--- src/rtl/fp_arb_pkg.sv ---
// fp_arb_pkg: shared widths, FSM state encoding and operand record for the
// two-requester floating-point adder arbiter.
//   MAN_W  mantissa width
//   EXP_W  exponent width
//   N_REQ  number of requesters sharing the adder
package fp_arb_pkg;

    localparam int unsigned MAN_W = 16;
    localparam int unsigned EXP_W = 8;
    localparam int unsigned N_REQ = 2;

    typedef enum logic [1:0] {
        S_IDLE,
        S_EXEC,
        S_RESP
    } state_t;

    typedef struct packed {
        logic [MAN_W-1:0] man;
        logic             sign;
        logic [EXP_W-1:0] exp;
    } operand_t;

endpackage

--- src/rtl/floatingptoper.sv ---
// floatingptoper: combinational floating-point adder.
// Value of an operand is (-1)^sign * man * 2^exp (no hidden bit).
// The smaller-exponent operand is right-aligned to the larger exponent
// (shifts of 16 or more flush it to zero). Equal signs add, with a carry
// out renormalised by one place; unequal signs subtract the smaller
// magnitude from the larger and take the sign of the larger.
// Ports:
//   a_man/a_sign/a_exp   operand A
//   b_man/b_sign/b_exp   operand B
//   res_man/res_sign/res_exp  sum
module floatingptoper
    import fp_arb_pkg::*;
(
    input  logic [MAN_W-1:0] a_man,
    input  logic             a_sign,
    input  logic [EXP_W-1:0] a_exp,
    input  logic [MAN_W-1:0] b_man,
    input  logic             b_sign,
    input  logic [EXP_W-1:0] b_exp,
    output logic [MAN_W-1:0] res_man,
    output logic             res_sign,
    output logic [EXP_W-1:0] res_exp
);

    logic             swap;
    logic [MAN_W-1:0] big_man;
    logic [MAN_W-1:0] small_man;
    logic             big_sign;
    logic             small_sign;
    logic [EXP_W-1:0] big_exp;
    logic [EXP_W-1:0] diff;
    logic [MAN_W-1:0] aligned;
    logic [MAN_W:0]   sum;

    always_comb begin
        // Ties on exponent keep A as the reference operand.
        swap       = (b_exp > a_exp);
        big_man    = swap ? b_man  : a_man;
        small_man  = swap ? a_man  : b_man;
        big_sign   = swap ? b_sign : a_sign;
        small_sign = swap ? a_sign : b_sign;
        big_exp    = swap ? b_exp  : a_exp;
        diff       = big_exp - (swap ? a_exp : b_exp);
        aligned    = (diff > EXP_W'(MAN_W - 1)) ? '0 : (small_man >> diff);

        sum      = '0;
        res_man  = '0;
        res_sign = big_sign;
        res_exp  = big_exp;
        if (big_sign == small_sign) begin
            sum = {1'b0, big_man} + {1'b0, aligned};
            if (sum[MAN_W]) begin
                res_man = sum[MAN_W:1];
                res_exp = big_exp + 1'b1;
            end else begin
                res_man = sum[MAN_W-1:0];
            end
        end else if (big_man >= aligned) begin
            res_man = big_man - aligned;
        end else begin
            res_man  = aligned - big_man;
            res_sign = small_sign;
        end
    end

endmodule

--- src/rtl/rr_arb2.sv ---
// rr_arb2: combinational two-way round-robin grant.
// Ports:
//   req   request vector, bit i = requester i
//   last  index of the requester served most recently
//   gnt   one-hot grant
//   idx   index of the granted requester (0 when nothing is granted)
//   any   a grant is being issued
module rr_arb2 (
    input  logic [1:0] req,
    input  logic       last,
    output logic [1:0] gnt,
    output logic       idx,
    output logic       any
);

    always_comb begin
        gnt = '0;
        idx = 1'b0;
        case (req)
            2'b01: begin
                gnt = 2'b01;
                idx = 1'b0;
            end
            2'b10: begin
                gnt = 2'b10;
                idx = 1'b1;
            end
            2'b11: begin
                // Contention goes to whoever was not served last.
                idx = ~last;
                gnt = last ? 2'b01 : 2'b10;
            end
            default: begin
                gnt = '0;
                idx = 1'b0;
            end
        endcase
        any = |req;
    end

endmodule

--- src/rtl/fp_add_arbiter.sv ---
// fp_add_arbiter: shares one combinational floatingptoper between two
// requesters with round-robin arbitration and valid/ready handshakes.
// The adder sits between operand and result registers and is given LAT
// cycles to settle (multicycle path).
// Parameters:
//   LAT    adder settle window in cycles, 1..15
//   CNT_W  grant counter width (FP_ARB_STATS_EN builds only)
// Ports:
//   clk, rst                 clock, synchronous active-high reset
//   req_valid/req_ready      request handshake, bit i = requester i
//   req_a_*/req_b_*          packed operands, requester i in slice i
//   rsp_valid/rsp_ready      response handshake, one-hot owner
//   rsp_man/rsp_sign/rsp_exp registered result
//   busy                     FSM is not idle
//   grant_cnt0/grant_cnt1    saturating accept counters (FP_ARB_STATS_EN)
// Build option: define FP_ARB_STATS_EN to add the grant counters.
module fp_add_arbiter
    import fp_arb_pkg::*;
#(
    parameter int unsigned LAT = 2
`ifdef FP_ARB_STATS_EN
    ,
    parameter int unsigned CNT_W = 16
`endif
) (
    input  logic                   clk,
    input  logic                   rst,
    input  logic [N_REQ-1:0]       req_valid,
    output logic [N_REQ-1:0]       req_ready,
    input  logic [N_REQ*MAN_W-1:0] req_a_man,
    input  logic [N_REQ-1:0]       req_a_sign,
    input  logic [N_REQ*EXP_W-1:0] req_a_exp,
    input  logic [N_REQ*MAN_W-1:0] req_b_man,
    input  logic [N_REQ-1:0]       req_b_sign,
    input  logic [N_REQ*EXP_W-1:0] req_b_exp,
    output logic [N_REQ-1:0]       rsp_valid,
    input  logic [N_REQ-1:0]       rsp_ready,
    output logic [MAN_W-1:0]       rsp_man,
    output logic                   rsp_sign,
    output logic [EXP_W-1:0]       rsp_exp,
    output logic                   busy
`ifdef FP_ARB_STATS_EN
    ,
    output logic [CNT_W-1:0]       grant_cnt0,
    output logic [CNT_W-1:0]       grant_cnt1
`endif
);

    localparam int unsigned SETTLE_W = 4;

    state_t              state;
    logic                last_grant;
    logic                owner;
    logic [SETTLE_W-1:0] cnt;
    operand_t            opa;
    operand_t            opb;

    operand_t            in_a [N_REQ];
    operand_t            in_b [N_REQ];

    logic [N_REQ-1:0]    gnt;
    logic                gidx;
    logic                gany;
    logic                accept;

    logic [MAN_W-1:0]    add_man;
    logic                add_sign;
    logic [EXP_W-1:0]    add_exp;

    always_comb begin
        for (int unsigned i = 0; i < N_REQ; i++) begin
            in_a[i].man  = req_a_man[MAN_W*i +: MAN_W];
            in_a[i].sign = req_a_sign[i];
            in_a[i].exp  = req_a_exp[EXP_W*i +: EXP_W];
            in_b[i].man  = req_b_man[MAN_W*i +: MAN_W];
            in_b[i].sign = req_b_sign[i];
            in_b[i].exp  = req_b_exp[EXP_W*i +: EXP_W];
        end
    end

    rr_arb2 u_arb (
        .req  (req_valid),
        .last (last_grant),
        .gnt  (gnt),
        .idx  (gidx),
        .any  (gany)
    );

    floatingptoper u_add (
        .a_man    (opa.man),
        .a_sign   (opa.sign),
        .a_exp    (opa.exp),
        .b_man    (opb.man),
        .b_sign   (opb.sign),
        .b_exp    (opb.exp),
        .res_man  (add_man),
        .res_sign (add_sign),
        .res_exp  (add_exp)
    );

    always_comb begin
        req_ready = (state == S_IDLE) ? gnt : '0;
        accept    = (state == S_IDLE) && gany;
        busy      = (state != S_IDLE);
    end

    always_ff @(posedge clk) begin
        if (rst) begin
            state      <= S_IDLE;
            last_grant <= 1'b1;
            owner      <= 1'b0;
            cnt        <= '0;
            opa        <= '0;
            opb        <= '0;
            rsp_valid  <= '0;
            rsp_man    <= '0;
            rsp_sign   <= 1'b0;
            rsp_exp    <= '0;
        end else begin
            case (state)
                S_IDLE: begin
                    if (accept) begin
                        opa   <= in_a[gidx];
                        opb   <= in_b[gidx];
                        owner <= gidx;
                        cnt   <= SETTLE_W'(LAT - 1);
                        state <= S_EXEC;
                    end
                end
                S_EXEC: begin
                    // Adder outputs are only trusted on the final settle cycle.
                    if (cnt == '0) begin
                        rsp_man   <= add_man;
                        rsp_sign  <= add_sign;
                        rsp_exp   <= add_exp;
                        rsp_valid <= owner ? 2'b10 : 2'b01;
                        state     <= S_RESP;
                    end else begin
                        cnt <= cnt - 1'b1;
                    end
                end
                S_RESP: begin
                    if (rsp_ready[owner]) begin
                        rsp_valid  <= '0;
                        last_grant <= owner;
                        state      <= S_IDLE;
                    end
                end
                default: begin
                    state <= S_IDLE;
                end
            endcase
        end
    end

`ifdef FP_ARB_STATS_EN
    always_ff @(posedge clk) begin
        if (rst) begin
            grant_cnt0 <= '0;
            grant_cnt1 <= '0;
        end else if (accept) begin
            if (!gidx && (grant_cnt0 != '1)) grant_cnt0 <= grant_cnt0 + 1'b1;
            if (gidx && (grant_cnt1 != '1))  grant_cnt1 <= grant_cnt1 + 1'b1;
        end
    end
`endif

endmodule

--- config.mk ---
export PLATFORM = sky130hd
export DESIGN_NAME = fp_add_arbiter
export DESIGN_NICKNAME = d
export VERILOG_FILES = /design/src/rtl/fp_arb_pkg.sv /design/src/rtl/floatingptoper.sv /design/src/rtl/rr_arb2.sv /design/src/rtl/fp_add_arbiter.sv
export SDC_FILE = /design/constraint.sdc
export NUM_CORES = 1
export LEC_CHECK = 0
export ABC_AREA = 0
export CORE_MARGIN = 5
export CORE_UTILIZATION = 50
export DETAILED_ROUTE_END_ITERATION = 10
export MAX_ROUTING_LAYER = met4
export PLACE_DENSITY = 0.74
export SLEW_MARGIN = 20
export SYNTH_ARGS = -nofsm -noshare
export SYNTH_HDL_FRONTEND = slang
export SYNTH_HIERARCHICAL = 1
export SYNTH_SLANG_ARGS = --single-unit
--- constraint.sdc ---
create_clock -name clk -period 6.8 [get_ports clk]
set_input_delay 0.68 -clock clk [delete_from_list [all_inputs] [get_ports clk]]
set_output_delay 0.68 -clock clk [all_outputs]
set_load 0.01 [all_outputs]
==> impl_metrics.prom <==
# TYPE chip_impl_metric gauge
chip_impl_info{name="yosysTopAreaCell",value="dfxtp_1"} 1
chip_impl_metric{name="routed_wirelength",unit="um"} 27800
chip_impl_metric{name="netlist.area_leader.share",unit="%"} 19.7
chip_impl_metric{name="numClockSinks",unit=""} 85
chip_impl_metric{name="postCtsSetupRepairBufs",unit=""} 0
chip_impl_metric{name="synthCells",unit=""} 1091
chip_impl_metric{name="placement.io_buffers",unit=""} 135
chip_impl_metric{name="powerDensity",unit="mW/mm^2"} 463
chip_impl_metric{name="first_global_vias",unit=""} 8354
chip_impl_metric{name="number_of_max_slew_violations_in_the_final_report",unit=""} 0
chip_impl_metric{name="antenna_found_initial",unit=""} 0
chip_impl_metric{name="report.final.hold_viol_count",unit=""} 0
chip_impl_metric{name="synth.yosys.seq_area_share",unit="%"} 19.7
chip_impl_metric{name="ys_ff_latch",unit=""} 85
chip_impl_metric{name="fp.dieW",unit="um"} 141
chip_impl_metric{name="postCtsResizedCells",unit=""} 0
chip_impl_info{name="run_status",value="finished clean"} 1
chip_impl_metric{name="tightest_slew",unit="ns"} 1.00
chip_impl_metric{name="num_io_pins",unit=""} 136
chip_impl_metric{name="globalplace.congestion",unit=""} 1.04
chip_impl_info{name="worstHoldPathType",value="reg2reg"} 1
chip_impl_metric{name="final_layout_size_suffix_gt1_share",unit="%"} 12.5
chip_impl_metric{name="fp.dieArea",unit="mm^2"} 0.0200
chip_impl_metric{name="post_dp_cell_area",unit="mm^2"} 0.0105
chip_impl_info{name="cp_slowest_cell",value="ha_1"} 1
chip_impl_metric{name="critPathMaxFanout",unit=""} 16
chip_impl_metric{name="worst-endpoint-required",unit="ns"} 7.08
chip_impl_metric{name="drt_iter0_markers",unit=""} 759
chip_impl_metric{name="synth.cell_area",unit="mm^2"} 0.00865
chip_impl_metric{name="peak_freq",unit="MHz"} 158
chip_impl_metric{name="number_of_distinct_library_cells_after_synthesis",unit=""} 92
chip_impl_info{name="worst_setup_path_end_kind",value="flop"} 1
chip_impl_info{name="setup.worst_path.start_class",value="flop"} 1
chip_impl_metric{name="final_area",unit="mm^2"} 0.0108
chip_impl_metric{name="row_count",unit=""} 48
chip_impl_metric{name="finalCritPeriodShare",unit="%"} 93.1
chip_impl_info{name="worstSetupPathType",value="reg2reg"} 1
chip_impl_metric{name="total_switching_power",unit="mW"} 2.52
chip_impl_metric{name="combPwrFrac",unit="%"} 76.5
chip_impl_metric{name="grt_util_all_layers",unit="%"} 28.0
chip_impl_metric{name="htree_levels",unit=""} 3
chip_impl_metric{name="clk_pin_slew",unit="ns"} 0.08
chip_impl_metric{name="synth-async-reset-ratio",unit="%"} 0
chip_impl_info{name="cts.root.buffer_cell",value="clkbuf_16"} 1
chip_impl_metric{name="p_sw_share",unit="%"} 50.3
chip_impl_info{name="final_common_cell",value="clkdlybuf4s50_1"} 1
chip_impl_metric{name="timing.final.setup_violations",unit=""} 0
chip_impl_metric{name="drt_first_pass_iters",unit=""} 6
chip_impl_metric{name="final_core_util",unit="%"} 63.2
chip_impl_metric{name="post_synthesis_net_count",unit=""} 1259
chip_impl_metric{name="place_hpwl",unit="um"} 22300
chip_impl_info{name="mostFrequentLayoutCells",value="clkdlybuf4s50_1 (134), nor2_1 (104), a21oi_1 (86)"} 1
chip_impl_metric{name="ir_worst_vdd",unit="uV"} 311
chip_impl_metric{name="timing.critical_path.arrival",unit="ns"} 6.61
chip_impl_metric{name="p_seq_share",unit="%"} 13.5
chip_impl_metric{name="antenna_violating_nets_post_route",unit=""} 0
chip_impl_metric{name="ys.warnings.count",unit=""} 6
chip_impl_info{name="tritoncts",value="yes"} 1
chip_impl_metric{name="cp_slowest_stage_delay",unit="ns"} 0.43
chip_impl_metric{name="fillers",unit=""} 1559
chip_impl_metric{name="maximum_buffer_depth_of_the_clock_tree",unit=""} 2
chip_impl_metric{name="die-height",unit="um"} 141
chip_impl_metric{name="design.core.area",unit="mm^2"} 0.0171
chip_impl_metric{name="tritoncts.num_buffers",unit=""} 9
chip_impl_info{name="synth_ff_type",value="dfxtp_1"} 1
chip_impl_metric{name="synth_enable_flop_cells",unit=""} 0
chip_impl_metric{name="initial_utilization",unit="%"} 50.5
chip_impl_metric{name="max_cap_viol",unit=""} 0
chip_impl_metric{name="max_slew_margin",unit="%"} 33.2
chip_impl_metric{name="power.share.clock",unit="%"} 10.0
chip_impl_metric{name="finalSetupTns",unit="ns"} 0
chip_impl_metric{name="multiInputGateArea",unit="mm^2"} 0.00640
chip_impl_metric{name="via_per_inst",unit=""} 6.00
chip_impl_info{name="synth.area.top_cells",value="dfxtp_1 (20%), mux2i_1 (10%), ha_1 (8.5%), a21oi_1 (5.1%), a211oi_1 (4.9%)"} 1
chip_impl_metric{name="route.vias.total",unit=""} 8770
chip_impl_metric{name="clock_latency",unit="ns"} 0.35
chip_impl_metric{name="grt_max_degree",unit=""} 103
chip_impl_metric{name="p_leak",unit="nW"} 4.29
chip_impl_metric{name="holdBufCountCts",unit=""} 0
chip_impl_metric{name="grt_remaining_overflow",unit=""} 0
chip_impl_metric{name="min_period",unit="ns"} 6.33
chip_impl_metric{name="routed_wire_length_per_instance",unit="um"} 19.0
chip_impl_metric{name="synth_area_per_inst",unit="um^2"} 7.92
chip_impl_metric{name="seqCellArea",unit="mm^2"} 0.00170
chip_impl_metric{name="critical_path.n_buffers_inverters",unit=""} 3
chip_impl_metric{name="route.detailed.drc",unit=""} 0
chip_impl_metric{name="flow.area_growth_from_synthesis",unit="%"} 25.1
chip_impl_info{name="timing.critical_path.max_delay_family",value="compound AO/OA/AOI/OAI gates"} 1
chip_impl_metric{name="antenna-diode-count",unit=""} 0
chip_impl_metric{name="power.internal",unit="mW"} 2.49
chip_impl_metric{name="finish.net_count",unit=""} 1400
chip_impl_metric{name="finClkSkew",unit="ns"} 0.0101
chip_impl_info{name="crit_path_frequent_cell",value="ha_1"} 1
chip_impl_info{name="grt_setup_unrepaired",value="no"} 1
chip_impl_metric{name="grt_first_pass_wirelength",unit="um"} 43800
==> path summary, 6_finish.rpt <==
check	start	end	slack, ns	cells past startpoint
setup / recovery	opa[1]	rsp_man[14]	0.47	28
hold / removal	rsp_man[3]	rsp_man[3]	0.47	2
setup reg to reg	opa[1]	rsp_man[14]	0.47	28
hold reg to reg	rsp_man[3]	rsp_man[3]	0.47	2
==> final cells by class <==
cell class	count	area share, %
clock buffers	9	2.08
clock inverters	7	0.659
inverters	60	2.08
multi-input cells	869	59.2
flip-flops and latches	85	15.7
well taps	225	2.60
repair buffers	207	17.7
==> logic make-up after synthesis <==
family	synth area share, %
AOI/OAI and AO/OA	26.3
xor gates and xnor gates	3.75
adders and majority gates	9.23
buffers and inverters	7.31
DFF	19.7
muxes	14.6
and+or+nand+nor	19.1
==> cell usage after synthesis, types with 5 or more instances <==
cell type    n
nor3_2       6
a211o_1      5
nand3_1     36
o21a_1       7
nand4_1      6
mux4_2      12
a211oi_1    57
nand2_1     80
xor2_1       8
nand2b_1    14
a221oi_1     6
o311ai_0     5
o211ai_1    14
nor2b_1     12
o21ai_0     56
or3_1       16
inv_1       60
dfxtp_1     85
and2_1       6
a21o_1      10
clkbuf_1    34
nor2_1     104
nor3_1       8
buf_2       30
ha_1        59
buf_4        5
mux2i_1     86
a21boi_0     6
xnor2_1     29
a22oi_1      5
a31oi_1      8
o21bai_1     9
mux2_2       5
a21oi_1     88
o31ai_1      8
==> power groups by stage <==
stage / clock (mW) / combinational (mW) / sequential [mW]
5_1_grt: 0.529 / 4.13 / 0.690
3_3_place_gp: 0 / 3.70 / 0.681
4_1_cts: 0.509 / 3.73 / 0.674
2_1_floorplan: 0 / 2.49 / 0.670
3_5_place_dp: 0 / 3.71 / 0.685
6_report: 0.499 / 3.83 / 0.676
==> worst reg2reg max path: cells and delay by family (launching register included) <==
kind | cells | cell delay, ns
adders and majority gates | 3 | 1.04
DFF | 1 | 0.38
muxes | 1 | 0.13
and+or+nand+nor | 8 | 1.66
AOI/OAI and AO/OA | 12 | 2.41
buffers and inverters | 3 | 0.45
xor gates and xnor gates | 1 | 0.17
==> metrics by stage <==
stage / hold WS, ns / instances / setup WS [ns] / total power [mW]
2_1_floorplan: 0.482 / 1091 / 0.0931 / 3.16
3_3_place_gp: 0.463 / 1445 / 0.343 / 4.38
3_5_place_dp: 0.467 / 1445 / 0.216 / 4.40
4_1_cts: 0.477 / 1461 / 0.192 / 4.91
5_1_grt: 0.503 / 1462 / 0.00669 / 5.35
6_report: 0.474 / 1462 / 0.471 / 5.01
==> state kept, by name, summed over array words and instances, names as in the netlist <==
signal / count
opa: 25
opb: 25
rsp_man: 16
rsp_exp: 8
cnt: 4
rsp_valid: 2
state: 2
last_grant: 1
owner: 1
rsp_sign: 1
==> per-layer routing <==
metal	part of all wire, %	global-route usage (%)
met5	0	-
met4	4.7	13.2
met3	5.3	2.90
met2	47	45.2
met1	43	35.3
Power figures use the tool's default switching activity.
